===== src/rtl/cr_kme_fifo_arb_pkg.sv =====
// cr_kme_fifo_arb_pkg: shared widths, FSM states and FIFO entry layout for the KME RAM FIFO arbiter
package cr_kme_fifo_arb_pkg;
    localparam int FIFO_W     = 71;
    localparam int TAG_W_DEF  = 2;
    localparam int DATA_W_DEF = 69;
    typedef enum logic [1:0] {RUN, DRAIN, DONE} state_t;
    typedef struct packed {
        logic [TAG_W_DEF-1:0]  tag;
        logic [DATA_W_DEF-1:0] payload;
    } entry_t;
endpackage


===== src/rtl/cr_kme_rr_arb.sv =====
// cr_kme_rr_arb: round-robin picker, first eligible requester at or after rr_ptr wins
module cr_kme_rr_arb #(
    parameter int N  = 4,
    parameter int IW = 2
) (
    input  logic [N-1:0]  eligible,
    input  logic [IW-1:0] rr_ptr,
    output logic [N-1:0]  grant,
    output logic [IW-1:0] idx,
    output logic          any
);
    always_comb begin
        grant = '0;
        idx   = '0;
        any   = 1'b0;
        for (int k = 0; k < N; k++) begin
            if (!any && eligible[(int'(rr_ptr) + k) % N]) begin
                any = 1'b1;
                idx = IW'((int'(rr_ptr) + k) % N);
                grant[(int'(rr_ptr) + k) % N] = 1'b1;
            end
        end
    end
endmodule


===== src/rtl/cr_kme_ram_fifo_arb.sv =====
// cr_kme_ram_fifo_arb: credit-limited round-robin write arbiter for the shared KME RAM FIFO,
// with tag-based credit return, sticky ECC error capture and a drain sequencer.
module cr_kme_ram_fifo_arb
    import cr_kme_fifo_arb_pkg::*;
#(
    parameter int NUM_REQ = 4,
    parameter int TAG_W   = TAG_W_DEF,
    parameter int DATA_W  = DATA_W_DEF,
    parameter int CREDITS = 8,
    parameter int CNT_W   = 4,
    parameter int OCC_W   = 6
) (
    input  logic                      clk,
    input  logic                      rst,
    input  logic [NUM_REQ-1:0]        req_valid,
    input  logic [NUM_REQ*DATA_W-1:0] req_data,
    output logic [NUM_REQ-1:0]        req_ack,
    output logic [TAG_W+DATA_W-1:0]   fifo_in,
    output logic                      fifo_in_valid,
    input  logic                      fifo_in_stall,
    input  logic [TAG_W+DATA_W-1:0]   fifo_out,
    input  logic                      fifo_out_valid,
    input  logic                      fifo_out_ack,
    input  logic                      fifo_mbe,
    input  logic                      drain_req,
    output logic                      drain_done,
    output logic [OCC_W-1:0]          occupancy,
    output logic                      mbe_err,
    output logic [TAG_W-1:0]          mbe_tag,
    input  logic                      err_clr
);
    localparam int W = TAG_W + DATA_W;

    state_t             state, state_nxt;
    logic [CNT_W-1:0]   credit [NUM_REQ];
    logic [TAG_W-1:0]   rr_ptr, gnt_idx, rtag;
    logic [NUM_REQ-1:0] eligible, grant, ret_vec;
    logic               slot_free, retire, ret_ok, gnt_any, any;

    assign slot_free = !fifo_in_valid || !fifo_in_stall;
    assign retire    = fifo_out_valid && fifo_out_ack;
    assign rtag      = fifo_out[W-1 -: TAG_W];
    assign ret_ok    = |ret_vec;
    assign gnt_any   = slot_free && any;
    assign req_ack   = slot_free ? grant : '0;

    // A retire against a full counter is dropped so the counter saturates
    always_comb begin
        eligible = '0;
        ret_vec  = '0;
        for (int i = 0; i < NUM_REQ; i++) begin
            eligible[i] = req_valid[i] && credit[i] != '0 && state == RUN;
            ret_vec[i]  = retire && rtag == TAG_W'(i) && credit[i] != CNT_W'(CREDITS);
        end
    end

    cr_kme_rr_arb #(.N(NUM_REQ), .IW(TAG_W)) u_arb (
        .eligible(eligible),
        .rr_ptr  (rr_ptr),
        .grant   (grant),
        .idx     (gnt_idx),
        .any     (any)
    );

    always_comb begin
        state_nxt = state == RUN   ? (drain_req ? DRAIN : RUN)
                  : state == DRAIN ? (!drain_req ? RUN : (!fifo_in_valid && occupancy == '0) ? DONE : DRAIN)
                  : (drain_req ? DONE : RUN);
    end

    always_ff @(posedge clk) begin
        if (rst) begin
            state         <= RUN;
            drain_done    <= 1'b0;
            fifo_in_valid <= 1'b0;
            fifo_in       <= '0;
            rr_ptr        <= '0;
            occupancy     <= '0;
            mbe_err       <= 1'b0;
            mbe_tag       <= '0;
            for (int i = 0; i < NUM_REQ; i++) credit[i] <= CNT_W'(CREDITS);
        end else begin
            state      <= state_nxt;
            drain_done <= state_nxt == DONE;
            if (slot_free) fifo_in_valid <= gnt_any;
            if (gnt_any) begin
                fifo_in <= {gnt_idx, req_data[gnt_idx*DATA_W +: DATA_W]};
                rr_ptr  <= gnt_idx == TAG_W'(NUM_REQ-1) ? '0 : gnt_idx + 1'b1;
            end
            occupancy <= occupancy + OCC_W'(gnt_any) - OCC_W'(ret_ok);
            for (int i = 0; i < NUM_REQ; i++) begin
                if (ret_vec[i] && !req_ack[i]) credit[i] <= credit[i] + 1'b1;
                else if (req_ack[i] && !ret_vec[i]) credit[i] <= credit[i] - 1'b1;
            end
            // A fresh error wins over a same-cycle clear
            if (retire && fifo_mbe && (!mbe_err || err_clr)) begin
                mbe_err <= 1'b1;
                mbe_tag <= rtag;
            end else if (err_clr) begin
                mbe_err <= 1'b0;
                mbe_tag <= '0;
            end
        end
    end

    ap_retire_legal: assert property (@(posedge clk) disable iff (rst) retire |-> ret_ok);
endmodule

===== config.mk =====
export PLATFORM = sky130hd
export DESIGN_NAME = cr_kme_ram_fifo_arb
export DESIGN_NICKNAME = d
export VERILOG_FILES = /design/src/rtl/cr_kme_fifo_arb_pkg.sv /design/src/rtl/cr_kme_rr_arb.sv /design/src/rtl/cr_kme_ram_fifo_arb.sv
export SDC_FILE = /design/constraint.sdc
export NUM_CORES = 1
export LEC_CHECK = 0
export ABC_AREA = 1
export BUFFER_PORTS_ARGS = -buffer_cell sky130_fd_sc_hd__clkbuf_2
export CAP_MARGIN = 20
export CORE_AREA = 3 3 174 176
export DETAILED_ROUTE_END_ITERATION = 10
export DIE_AREA = 0 0 177 179
export GPL_TIMING_DRIVEN = 0
export PLACE_DENSITY = 0.57
export SETUP_SLACK_MARGIN = 0.15
export SLEW_MARGIN = 15
export SYNTH_ARGS = -nofsm -noshare
export SYNTH_HDL_FRONTEND = slang
export SYNTH_SLANG_ARGS = --single-unit

===== constraint.sdc =====
create_clock -name clk -period 3 [get_ports clk]
set_input_delay 0 -clock clk [delete_from_list [all_inputs] [get_ports clk]]
set_output_delay 0 -clock clk [all_outputs]
set_load 0.1 [all_outputs]

==> flow_summary.yaml <==
finish:
  final_core_util_pct: 41.67
  drive_above_1_share_pct: 32.30
  layout.cells.non_filler: 2195
  fin_area_sq_um: 11990
  final_nets: 2194
  syn2layout_area_growth_pct: 56.09
  n_antenna_cell: 0
critical_path:
  ff2ff_setup_slack_ps: 130
  cp-start-kind: "flop"
  criticalPathCategory: "flop to flop"
  crit_slowest_cell: "dfxtp_4"
  cp.required_ps: 3250
  crit_path_end_kind: "flop"
  cp_max_fo: 8
  path_cells: "buf_8 > inv_8 > ha_4 > inv_4 > nand3_2 > nand2_4 > nand2_4 > nor2_4 > nand3_4 > nand2_8 > buf_12 > ha_4 > inv_2 > ha_4 > inv_2 > fa_2 > nor2_1 > nor2_1 > nor2_1 > nor2_1 > o21ai_1 > a21oi_1"
  crit_top_cell: "nor2_1"
  critPathArrivalTime_ps: 3120
  critPathMaxStageDelay_ps: 370
routing:
  routed_wl_mm: 35.87
  drt_first_iter_violations: 418
  drcViolationCount: 0
  routed_via_density: 4.632
  wl_per_cell_um: 16.34
  route.vias.total: 10170
  ant_nets: 0
  firstDrtPassIters: 6
yosys:
  synthDistinctLibCells: 34
  synthesis.area_sq_um: 7682
  synth-main-ff-cell: "dfxtp_1"
  yosysWarnings: 0
  ys_seq_area_share_pct: 28.66
  syn-mean-instance-area_sq_um: 5.955
  yosys-top-cells-area: "nand2_1 24%, dfxtp_1 22%, nand3_1 14%"
  synth-edff-count: 16
  synth_fp_nets: 1678
  synth_top_area_share_pct: 23.79
  ys_ff_latch: 102
  yosysMostFrequentCell: "nand2_1"
  netlist_top_cells_count: "487 x nand2_1, 213 x nand3_1, 135 x nor2_1, 116 x inv_1, 86 x dfxtp_1"
  synthCells: 1290
  synth_area_leader_cell: "nand2_1"
  synth-async-reset-ratio_pct: 0
job:
  cap_violations: 0
power_and_ir_drop:
  p_leak_nw: 6.738
  power.total_mw: 16.47
  ir_drop_mv: 0.5658
  cellPowerDensity_nw_per_um2: 1373
cts:
  clk_pin_slew_ps: 80
  cts_tree: "built"
  cts-root-buf: "clkbuf_16"
  clock_latency_ps: 360
  htreeDepth: 3
  clockBufferDepth: 2
  clkSinkCount: 102
  cts_buffers: 9
timing:
  fin_worst_skew_ps: 11.51
  relSlewSlack_pct: 47.19
  fin_crit_sh_pct: 95.58
  max_slew.worst_pin.slew_ps: 792.2
  fin_crit_ps: 2867
  slew_viol_final: 0
  fin_hold_ws_ps: 14.79
  grt_setup_unrepaired: "yes"
  hold_violations: 0
  setup_violations: 0
  fmaxAchievable_mhz: 348.7
floorplan:
  initial_core_util_pct: 26.69
  die_w_um: 177
  dieArea_sq_um: 31680
  io_pins: 445
  coreArea_sq_um: 28780
  fp.dieH_um: 179
  rows: 62
global_route:
  grt_max_degree: 17
  antenna_found_initial: 2
  gr-total-overflow: 0
  first_global_vias: 10230
  grt_pass1_wl_mm: 54.18
  grt.total_usage_pct: 22.13
min_path:
  min_path_type: "input pin to flop"
placed_design:
  io_buffer_count: 374
  place.gp.congestion: 0.8690
  place_area_sq_um: 10140
  dp_cells: 2048
  dp_hpwl_mm: 27.50
run_status:
  status: "finished clean"
## layer usage
| layer | routed length (um) | vias to the layer above | GRT usage [%] |
|---|---|---|---|
| li1 | - | 5093 | - |
| met4 | 903 | 0 | 6.743 |
| met2 | 17720 | 426 | 40.98 |
| met3 | 2619 | 59 | 4.341 |
| met1 | 14630 | 4589 | 25.66 |
| met5 | 0 | - | 0 |
## worst paths after layout
kind / from / to / cells past startpoint
worst max-delay path: rr_ptr[0]$_SDFFE_PP0P_ / occupancy[4]$_SDFF_PP0_ / 22
worst min-delay path: req_data[124] / fifo_in[55]$_SDFFE_PP0P_ / 5
worst max register to register: rr_ptr[0]$_SDFFE_PP0P_ / occupancy[4]$_SDFF_PP0_ / 22
worst min register to register: mbe_tag[1]$_SDFFE_PP0P_ / mbe_tag[1]$_SDFFE_PP0P_ / 2
## where the power goes
| group | leakage [nW] | internal (mW) | total [mW] | switching [mW] |
|---|---|---|---|---|
| registers | 0.870 | 1.93 | 2.23 | 0.302 |
| logic | 5.72 | 3.76 | 13.0 | 9.22 |
| clock network | 0.148 | 0.666 | 1.25 | 0.586 |
| total | 6.74 | 6.36 | 16.5 | 10.1 |
## placed cells by master, fill, tap and decap left out, types with 3 or more instances in the layout
cell type | synthesis | final
nand3_2 | 4 | 12
clkbuf_16 | 0 | 10
xor2_1 | 9 | 7
o21ai_0 | 11 | 5
inv_1 | 116 | 104
buf_4 | 13 | 52
edfxtp_1 | 16 | 16
nand2_2 | 3 | 12
inv_4 | 1 | 4
buf_2 | 44 | 43
a21oi_1 | 54 | 48
nand3_4 | 0 | 6
inv_2 | 6 | 15
clkbuf_1 | 12 | 13
nor2_1 | 135 | 131
nand2_1 | 487 | 475
nand3b_1 | 19 | 19
ha_4 | 0 | 8
nand4_1 | 8 | 8
nor2_4 | 1 | 6
nand3_1 | 213 | 199
dlygate4sd3_1 | 0 | 86
buf_1 | 3 | 3
dfxtp_1 | 86 | 83
clkbuf_2 | 0 | 373
nand2_4 | 4 | 5
buf_6 | 3 | 9
o21ai_1 | 0 | 4
ha_1 | 25 | 17
a21oi_2 | 1 | 7
## what timing repair did
| action | 4_1_cts | 5_1_grt |
|---|---|---|
| pin swaps | 32 | 40 |
| hold buffers | 86 | 0 |
| endpoints found under the setup margin | 10 | 44 |
| buffers inserted | 35 | 10 |
| hold endpoints to repair | 30 | 0 |
| gates resized for setup | 41 | 43 |
## cell type report
| class | instances | area (sq um) |
|---|---|---|
| flip-flops and latches | 102 | 2211 |
| inverters | 124 | 480.5 |
| well taps | 384 | 480.5 |
| fillers | 3091 | 16790 |
| clock buffers | 13 | 281.5 |
| repair buffers | 505 | 3088 |
| plain buffers | 75 | 437.9 |
| clock inverters | 3 | 22.52 |
| multi-input cells | 989 | 4990 |
## flip-flops by register name (all words and copies together) (netlist names)
register,count
fifo_in_valid,1
fifo_in,71
mbe_err,1
state,2
occupancy,6
mbe_tag,2
drain_done,1
credit,16
rr_ptr,2
## metrics by stage
step	setup WS (ps)	TNS, ps
floorplan	134.3	0
global placement	-244.6	-1031
detailed placement	-299.0	-1252
CTS	143.2	0
global route	-57.35	-114.3
finish	132.5	0
## logic make-up (layout without fill, tap and decap cells)
family | count (synthesis) | in the layout | share of synthesized area (%)
AOI/OAI and AO/OA | 68 | 68 | 4.658
xor gates and xnor gates | 10 | 10 | 1.140
buffers and inverters | 199 | 720 | 11.40
DFF | 102 | 102 | 28.66
and+or+nand+nor | 882 | 882 | 49.02
adders and majority gates | 29 | 29 | 5.114
## worst max-delay path: cells and delay by family, from the launching register on
family	cells	cell delay, ps
adders and majority gates	4	880
DFF	1	370
buffers and inverters	6	490
AOI/OAI and AO/OA	2	170
and+or+nand+nor	10	870
Note: power is estimated with default switching activity, not from simulation.
